--- src/rtl/axil_master.sv ---
// Single-outstanding AXI4-Lite initiator: a valid/ready command stream becomes
// one AXI-Lite read or write, and each command gets exactly one response.
module axil_master #(
  parameter int DATA_WIDTH = 32,
  parameter int ADDR_WIDTH = 9,
  parameter int STRB_WIDTH = DATA_WIDTH / 8
) (
  input  logic                  clk,
  input  logic                  rst,
  input  logic                  cmd_valid,
  output logic                  cmd_ready,
  input  logic                  cmd_we,
  input  logic [ADDR_WIDTH-1:0] cmd_addr,
  input  logic [DATA_WIDTH-1:0] cmd_wdata,
  input  logic [STRB_WIDTH-1:0] cmd_wstrb,
  output logic                  rsp_valid,
  input  logic                  rsp_ready,
  output logic                  rsp_we,
  output logic [DATA_WIDTH-1:0] rsp_rdata,
  output logic [1:0]            rsp_resp,
  output logic [ADDR_WIDTH-1:0] m_axil_awaddr,
  output logic [2:0]            m_axil_awprot,
  output logic                  m_axil_awvalid,
  input  logic                  m_axil_awready,
  output logic [DATA_WIDTH-1:0] m_axil_wdata,
  output logic [STRB_WIDTH-1:0] m_axil_wstrb,
  output logic                  m_axil_wvalid,
  input  logic                  m_axil_wready,
  input  logic [1:0]            m_axil_bresp,
  input  logic                  m_axil_bvalid,
  output logic                  m_axil_bready,
  output logic [ADDR_WIDTH-1:0] m_axil_araddr,
  output logic [2:0]            m_axil_arprot,
  output logic                  m_axil_arvalid,
  input  logic                  m_axil_arready,
  input  logic [DATA_WIDTH-1:0] m_axil_rdata,
  input  logic [1:0]            m_axil_rresp,
  input  logic                  m_axil_rvalid,
  output logic                  m_axil_rready
);
  localparam int LSB = $clog2(STRB_WIDTH);
  localparam logic [ADDR_WIDTH-1:0] ALIGN_MASK = ADDR_WIDTH'((1 << LSB) - 1);
  localparam logic [1:0] RESP_ALIGN = 2'b10;

  typedef enum logic [2:0] {IDLE, WR, WR_RESP, RD_ADDR, RD_DATA, RSP} state_t;

  state_t                state, state_n;
  logic [ADDR_WIDTH-1:0] addr, addr_n;
  logic [DATA_WIDTH-1:0] wdata, wdata_n;
  logic [STRB_WIDTH-1:0] wstrb, wstrb_n;
  logic                  we, we_n;
  logic                  aw_done, aw_done_n, w_done, w_done_n;
  logic                  awvalid_n, wvalid_n, arvalid_n, bready_n, rready_n;
  logic                  rsp_valid_n;
  logic [DATA_WIDTH-1:0] rdata_n;
  logic [1:0]            resp_n;
  logic                  aw_hs, w_hs, ar_hs, b_hs, r_hs;

  assign aw_hs = m_axil_awvalid && m_axil_awready;
  assign w_hs  = m_axil_wvalid  && m_axil_wready;
  assign ar_hs = m_axil_arvalid && m_axil_arready;
  assign b_hs  = m_axil_bvalid  && m_axil_bready;
  assign r_hs  = m_axil_rvalid  && m_axil_rready;

  // Bus payloads come straight from the command latches, which only change in IDLE.
  assign m_axil_awaddr = addr;
  assign m_axil_araddr = addr;
  assign m_axil_wdata  = wdata;
  assign m_axil_wstrb  = wstrb;
  assign m_axil_awprot = 3'b000;
  assign m_axil_arprot = 3'b000;
  assign rsp_we        = we;

  always_comb begin
    state_n     = state;
    addr_n      = addr;
    wdata_n     = wdata;
    wstrb_n     = wstrb;
    we_n        = we;
    aw_done_n   = aw_done;
    w_done_n    = w_done;
    awvalid_n   = m_axil_awvalid;
    wvalid_n    = m_axil_wvalid;
    arvalid_n   = m_axil_arvalid;
    bready_n    = m_axil_bready;
    rready_n    = m_axil_rready;
    rsp_valid_n = rsp_valid;
    rdata_n     = rsp_rdata;
    resp_n      = rsp_resp;
    case (state)
      IDLE: if (cmd_valid && cmd_ready) begin
        addr_n    = cmd_addr;
        wdata_n   = cmd_wdata;
        wstrb_n   = cmd_wstrb;
        we_n      = cmd_we;
        aw_done_n = 1'b0;
        w_done_n  = 1'b0;
        if (|(cmd_addr & ALIGN_MASK)) begin
          state_n     = RSP;
          rsp_valid_n = 1'b1;
          rdata_n     = '0;
          resp_n      = RESP_ALIGN;
        end else if (cmd_we) begin
          state_n   = WR;
          awvalid_n = 1'b1;
          wvalid_n  = 1'b1;
        end else begin
          state_n   = RD_ADDR;
          arvalid_n = 1'b1;
        end
      end
      WR: begin
        if (aw_hs) begin
          awvalid_n = 1'b0;
          aw_done_n = 1'b1;
        end
        if (w_hs) begin
          wvalid_n = 1'b0;
          w_done_n = 1'b1;
        end
        // AW and W may finish in either order or together.
        if ((aw_done || aw_hs) && (w_done || w_hs)) begin
          state_n  = WR_RESP;
          bready_n = 1'b1;
        end
      end
      WR_RESP: if (b_hs) begin
        bready_n    = 1'b0;
        rsp_valid_n = 1'b1;
        rdata_n     = '0;
        resp_n      = m_axil_bresp;
        state_n     = RSP;
      end
      RD_ADDR: if (ar_hs) begin
        arvalid_n = 1'b0;
        rready_n  = 1'b1;
        state_n   = RD_DATA;
      end
      RD_DATA: if (r_hs) begin
        rready_n    = 1'b0;
        rsp_valid_n = 1'b1;
        rdata_n     = m_axil_rdata;
        resp_n      = m_axil_rresp;
        state_n     = RSP;
      end
      RSP: if (rsp_ready) begin
        rsp_valid_n = 1'b0;
        state_n     = IDLE;
      end
      default: state_n = IDLE;
    endcase
  end

  always_ff @(posedge clk) begin
    if (rst) begin
      state          <= IDLE;
      cmd_ready      <= 1'b1;
      addr           <= '0;
      wdata          <= '0;
      wstrb          <= '0;
      we             <= 1'b0;
      aw_done        <= 1'b0;
      w_done         <= 1'b0;
      m_axil_awvalid <= 1'b0;
      m_axil_wvalid  <= 1'b0;
      m_axil_arvalid <= 1'b0;
      m_axil_bready  <= 1'b0;
      m_axil_rready  <= 1'b0;
      rsp_valid      <= 1'b0;
      rsp_rdata      <= '0;
      rsp_resp       <= '0;
    end else begin
      state          <= state_n;
      cmd_ready      <= (state_n == IDLE);
      addr           <= addr_n;
      wdata          <= wdata_n;
      wstrb          <= wstrb_n;
      we             <= we_n;
      aw_done        <= aw_done_n;
      w_done         <= w_done_n;
      m_axil_awvalid <= awvalid_n;
      m_axil_wvalid  <= wvalid_n;
      m_axil_arvalid <= arvalid_n;
      m_axil_bready  <= bready_n;
      m_axil_rready  <= rready_n;
      rsp_valid      <= rsp_valid_n;
      rsp_rdata      <= rdata_n;
      rsp_resp       <= resp_n;
    end
  end
endmodule

--- config.mk ---
export PLATFORM = sky130hd
export DESIGN_NAME = axil_master
export DESIGN_NICKNAME = d
export VERILOG_FILES = /design/src/rtl/axil_master.sv
export SDC_FILE = /design/constraint.sdc
export NUM_CORES = 1
export LEC_CHECK = 0
export BUFFER_PORTS_ARGS = -buffer_cell sky130_fd_sc_hd__buf_2
export CORE_AREA = 2 2 96 98
export DETAILED_ROUTE_END_ITERATION = 6
export DIE_AREA = 0 0 98 100
export PLACE_DENSITY_LB_ADDON = 0.1
export SLEW_MARGIN = 20
export SYNTH_ARGS = -nofsm -noshare
export SYNTH_HDL_FRONTEND = slang
export SYNTH_SLANG_ARGS = --single-unit
--- constraint.sdc ---
create_clock -name clk -period 3.8 [get_ports clk]
set_input_delay 0.19 -clock clk [delete_from_list [all_inputs] [get_ports clk]]
set_output_delay 0.19 -clock clk [all_outputs]
set_load 0.02 [all_outputs]
## Word level (Yosys, flattened, before mapping)

Cells that the tools add are included.

- Add/subtract/negate cells: 0
- Multipliers: 0
- Div/mod/pow operators: 0
- Order comparisons: 0
- Eq/ne operators: 17
- Shift-type cells: 0
- Multiplexer cells: 48
- Bitwise logic cells: 0
- Reduce and logical (&&, ||, !) cells: 28

Operator list:

| cell | number |
|---|---|
| $mux W32 | 4 |
| $pmux W32 S3 | 1 |
| $ne A2 B2 Y1 const B | 12 |
| $mux W1 | 21 |
| $mux W3 | 7 |
| $reduce_and A5 Y1 | 4 |
| $pmux W3 S6 | 1 |
| $pmux W1 S2 | 7 |
| $reduce_and A3 Y1 | 4 |
| $mux W2 | 5 |
| $reduce_bool A2 Y1 | 4 |
| $logic_and A1 B1 Y1 | 7 |
| $eq A3 B2 Y1 const B | 2 |
| $eq A3 B3 Y1 const B | 2 |
| $logic_not A3 Y1 | 2 |
| $pmux W2 S3 | 1 |
| $reduce_and A6 Y1 | 1 |
| $pmux W1 S4 | 1 |
| $reduce_bool A4 Y1 | 1 |
| $eq A3 B1 Y1 const B | 1 |
| $reduce_bool A3 Y1 | 1 |
| $logic_or A1 B1 Y1 | 2 |
| $reduce_and A2 Y1 | 1 |
| $reduce_or A2 Y1 | 1 |

- Flip-flop bits (word level): 92
- Bits in latches: 0
- Memory bits (writable): 0
- Memory bits (read-only): 0
- Output and inout bits: 102
- Memories kept: 0

## Logic depth before layout (Yosys ltp)

- Depth in word-level cells: 6
- Depth in mapped cells: 7
- Depth with buffers taken out: 4

## Worst setup path before layout

Ideal clock, no wire load.

- Kind: reg-to-reg
- Start point: register state[1]
- End point: register addr[1], in the netlist m_axil_araddr[1]
- Data arrival time: 1.477 ns
- Required time: 3.668 ns
- Setup slack: 2.191 ns
- Cell stages (with the launch flop): 8
- Path buffers: 3
- Period minus slack after synthesis: 1.609 ns
- Path through: dfxtp_1 > buf_6 > or3_4 > or2_1 > buf_2 > buf_2 > nand2_1 > a21oi_1

- Longest elaborated chain between the ends: 2

Ends and longest elaborated chain:

| item | RTL line | text |
|---|---|---|
| start: declaration | 47 | `state_t state, state_n;` |
| start signal: assignment | 173 | `state <= state_n;` |
| $logic_not A3 Y1 | 90 | `case (state)` |
| $reduce_and A2 Y1 (no line) | - |  |
| end signal: assignment | 175 | `addr <= addr_n;` |
| end: declaration | 48 | `logic [ADDR_WIDTH-1:0] addr, addr_n;` |

Every way passes these cells.
A chain may end at the register's enable or synchronous reset.

## Final worst setup path

- Start point: register state[1]
- End point: register rsp_rdata[26]

- Longest elaborated chain between the ends: 3
- Elaborated cells between the ends (all ways): 10
- Those cells by class: eq/ne: 6; mux: 1; reduce/logical: 3

Ends and longest elaborated chain:

| item | RTL line | text |
|---|---|---|
| $eq A3 B3 Y1 (tied with other cells) | 90 |  |
| $ne A2 B2 Y1 (no line) / $reduce_bool A3 Y1 (equally long branches) | - |  |
| $reduce_and A5 Y1 (no line) | - |  |
| end signal: assignment | 187 | `rsp_rdata <= rdata_n;` |
| end: declaration | 19 | `output logic [DATA_WIDTH-1:0] rsp_rdata,` |

Parallel ways exist; a longest one is shown, timed or not.

==> results.md <==
- Hold Path Stages: 3
- Max-Cap Viols: 0
- Initial antenna violation count: 0
- Most frequent cells in the layout: 185 x buf_2, 97 x nand2_1, 91 x dfxtp_1
- Finished layout cell area: 4950 um^2
- EDFF count, synth: 0
- Synth Register Bits: 92
- Cts bufs inserted: 9
- Worst hold path startpoint: cmd_wdata[29]
- Setup-failing EPs final: 0
- Final Cycle Share: approximately 68%
- Max IR drop VDD: between 200 and 300 uV
- Largest net degree at the start of global routing: 80
- Die area: about 9800 um^2
- IO Port Bufs: ~190
- Layout Nets: approximately 710
- Outcome: finished clean
- CTS tree: yes
- Pwr per Cell Area: 502 nW/um^2
- Yosys Warn Count: 0
- Critical path class: flop to flop
- Slew HR: approximately 39%
- RSZ-0062 raised after global routing: false
- Area of the core: approximately 9000 um^2
- Final Critical Period: between 2 and 3 ns
- Routability Congestion: ~0.8
- 1st-iter DRT viols: ~140
- DRC Markers: 0
- Placed Area: between 4000 and 5000 um^2
- Crit-path max FO: 22
- Via density per instance: 5.13
- Fmax: 387 MHz
- Hold path endpoint: m_axil_wdata[29]
- Total wire length: approximately 10000 um
- Crit start category: flop
- # H-tree levels: 3
- # rows: 35
- Share of layout cells above drive strength 1: 34.6%
- WL/cell: ~14 um
- Post_cts resized: 0
- Ys async rst share: 0%
- TritonRoute pass-1 iters: 5
- Die Y-Extent: around 100 um
- Slew Limit Fails: 0
- Seq/Total Area, Yosys: between 40% and 50%
- Unique masters post-synth: 44
- CTS Sinks: 92
- Clk_lat worst skew: around 0.35 ns
- Final antenna diode count: 0
- Static Leak: 0.00221 uW
- Syn_area_per_cell: between 8 and 9 um^2
- Final antenna-violating net count: 0
- R2R Path End: rsp_rdata[26]
- Worst R2R Start: state[1]
- Chip width: about 100 um
- Flop2flop setup slack: between 1 and 1.5 ns
- CP arrival: 2.86 ns
- Critical path required time: 4.08 ns
- Hold Path Class: input pin to flop
- Root Buffer: clkbuf_8
- CTS clk-pin slew, worst paths: ~0.090 ns
- Clock Tree Buf Depth: 2
- Most common cell after layout, fill and taps aside: buf_2
- Post-DP HPWL: just under 7000 um
- Worst slew pin tran: about 0.91 ns
- GRT Util Overall: approximately a fifth
- Gr ovfl total: 0
- Main synth FF type: dfxtp_1
- Initial core utilization: about 43%
- Hold buffer count at CTS: 0
- DR vias: 3757
- Final Hold Vio Count: 0
- Mapped Area: about 3800 um^2
- Setup_tns: 0 ns
- Crit path capture type: flop
- Area Overhead vs Synth: 29.3%
- First-pass GRT wire length: between 15000 and 20000 um
- Post-CTS setup buffer count: 0
- Worst Reg2Reg Path Length in Cells: 5
- Worst clock skew: around 0.0095 ns
- I/O Pins: 193
- Vias in the first global route: ~3.3k
- Mapped Cells: 465
==> worst max-delay path by stage <==
stage                         from          endpoint  slack (ns)
after CTS                 state[1]     rsp_rdata[26]        1.20
after floorplan           state[1]  m_axil_araddr[1]        2.19
after global placement    state[1]     rsp_rdata[16]        1.30
after global routing      state[1]     rsp_rdata[19]        0.93
final                     state[1]     rsp_rdata[26]        1.22
after detailed placement  state[1]     rsp_rdata[22]        1.21
==> sequential cells by signal (all words and copies together) (netlist names), 2 cells and up <==
signal         cells
rsp_resp           2
m_axil_araddr      9
rsp_rdata         32
m_axil_wdata      32
m_axil_wstrb       4
state              3
==> cell families after synthesis <==
| logic type | Yosys count | synth area share [%] |
|---|---|---|
| simple gates | 160 | 21.8 |
| compound gates | 149 | 21.7 |
| flops | 92 | 48.1 |
| buf+inv | 63 | 8.36 |
| other cells | 1 | 0.0979 |
==> routing by layer <==
layer / global-route usage (%) / up-vias / routed length (um)
met1: 25.9 / 1731 / 4510
met3: 5.78 / 11 / 706
li1: - / 1893 / -
met2: 31.2 / 122 / 4590
met5: 0 / - / 0
met4: 7.48 / 0 / 149
==> synthesized netlist by cell type (2+ instances only) <==
master | n | area share (%)
nor2b_1 | 2 | 0.33
o21ai_1 | 4 | 0.52
o21a_1 | 2 | 0.39
nand2_1 | 97 | 9.5
nand3_1 | 4 | 0.52
and2_1 | 3 | 0.49
dfxtp_1 | 92 | 48
clkbuf_2 | 2 | 0.26
inv_1 | 7 | 0.69
buf_1 | 3 | 0.29
nand4_1 | 2 | 0.33
nor2_1 | 6 | 0.59
nor3_1 | 3 | 0.39
nand4b_1 | 32 | 7.3
clkbuf_1 | 21 | 2.1
a32oi_1 | 2 | 0.46
nand2b_1 | 2 | 0.33
buf_2 | 14 | 1.8
a21oi_1 | 89 | 12
buf_4 | 15 | 2.9
a31oi_1 | 5 | 0.82
o21ai_0 | 35 | 4.6
a22oi_1 | 2 | 0.39
==> report_power, final <==
group | switching (uW) | internal, uW
clock network | 329 | 452
logic | 401 | 216
registers | 46.6 | 1040
total | 777 | 1710
==> critical path: stages (launching register included) <==
cell	delay (ns)
dfxtp_1	0.54
nor2b_1	0.62
a221o_1	0.77
buf_4	0.31
nand4b_1	0.12
a21oi_1	0.15
==> metrics by stage <==
stage	power, uW	instances	hold WS, ns	utilization, %	setup slack, ns
5_1_grt	2630	732	0.0427	55.7	0.930
2_1_floorplan	1540	470	0.326	-	2.19
3_5_place_dp	1720	716	0.436	52.7	1.21
4_1_cts	2500	731	0.0503	55.4	1.20
3_3_place_gp	1710	715	0.429	52.5	1.30
6_report	2490	732	0.0647	55.7	1.22
==> final cells by class <==
cell class                      instances  area (um^2)
Fill cell                             878         3940
Sequential cell                        92         1840
Multi-Input combinational cell        315         1700
Timing Repair Buffer                  192         1010
Clock buffer                           11          141
Tap cell                              111          139
Clock inverter                          4         97.6
Inverter                                7         26.3
(Power assumes the default switching activity.)
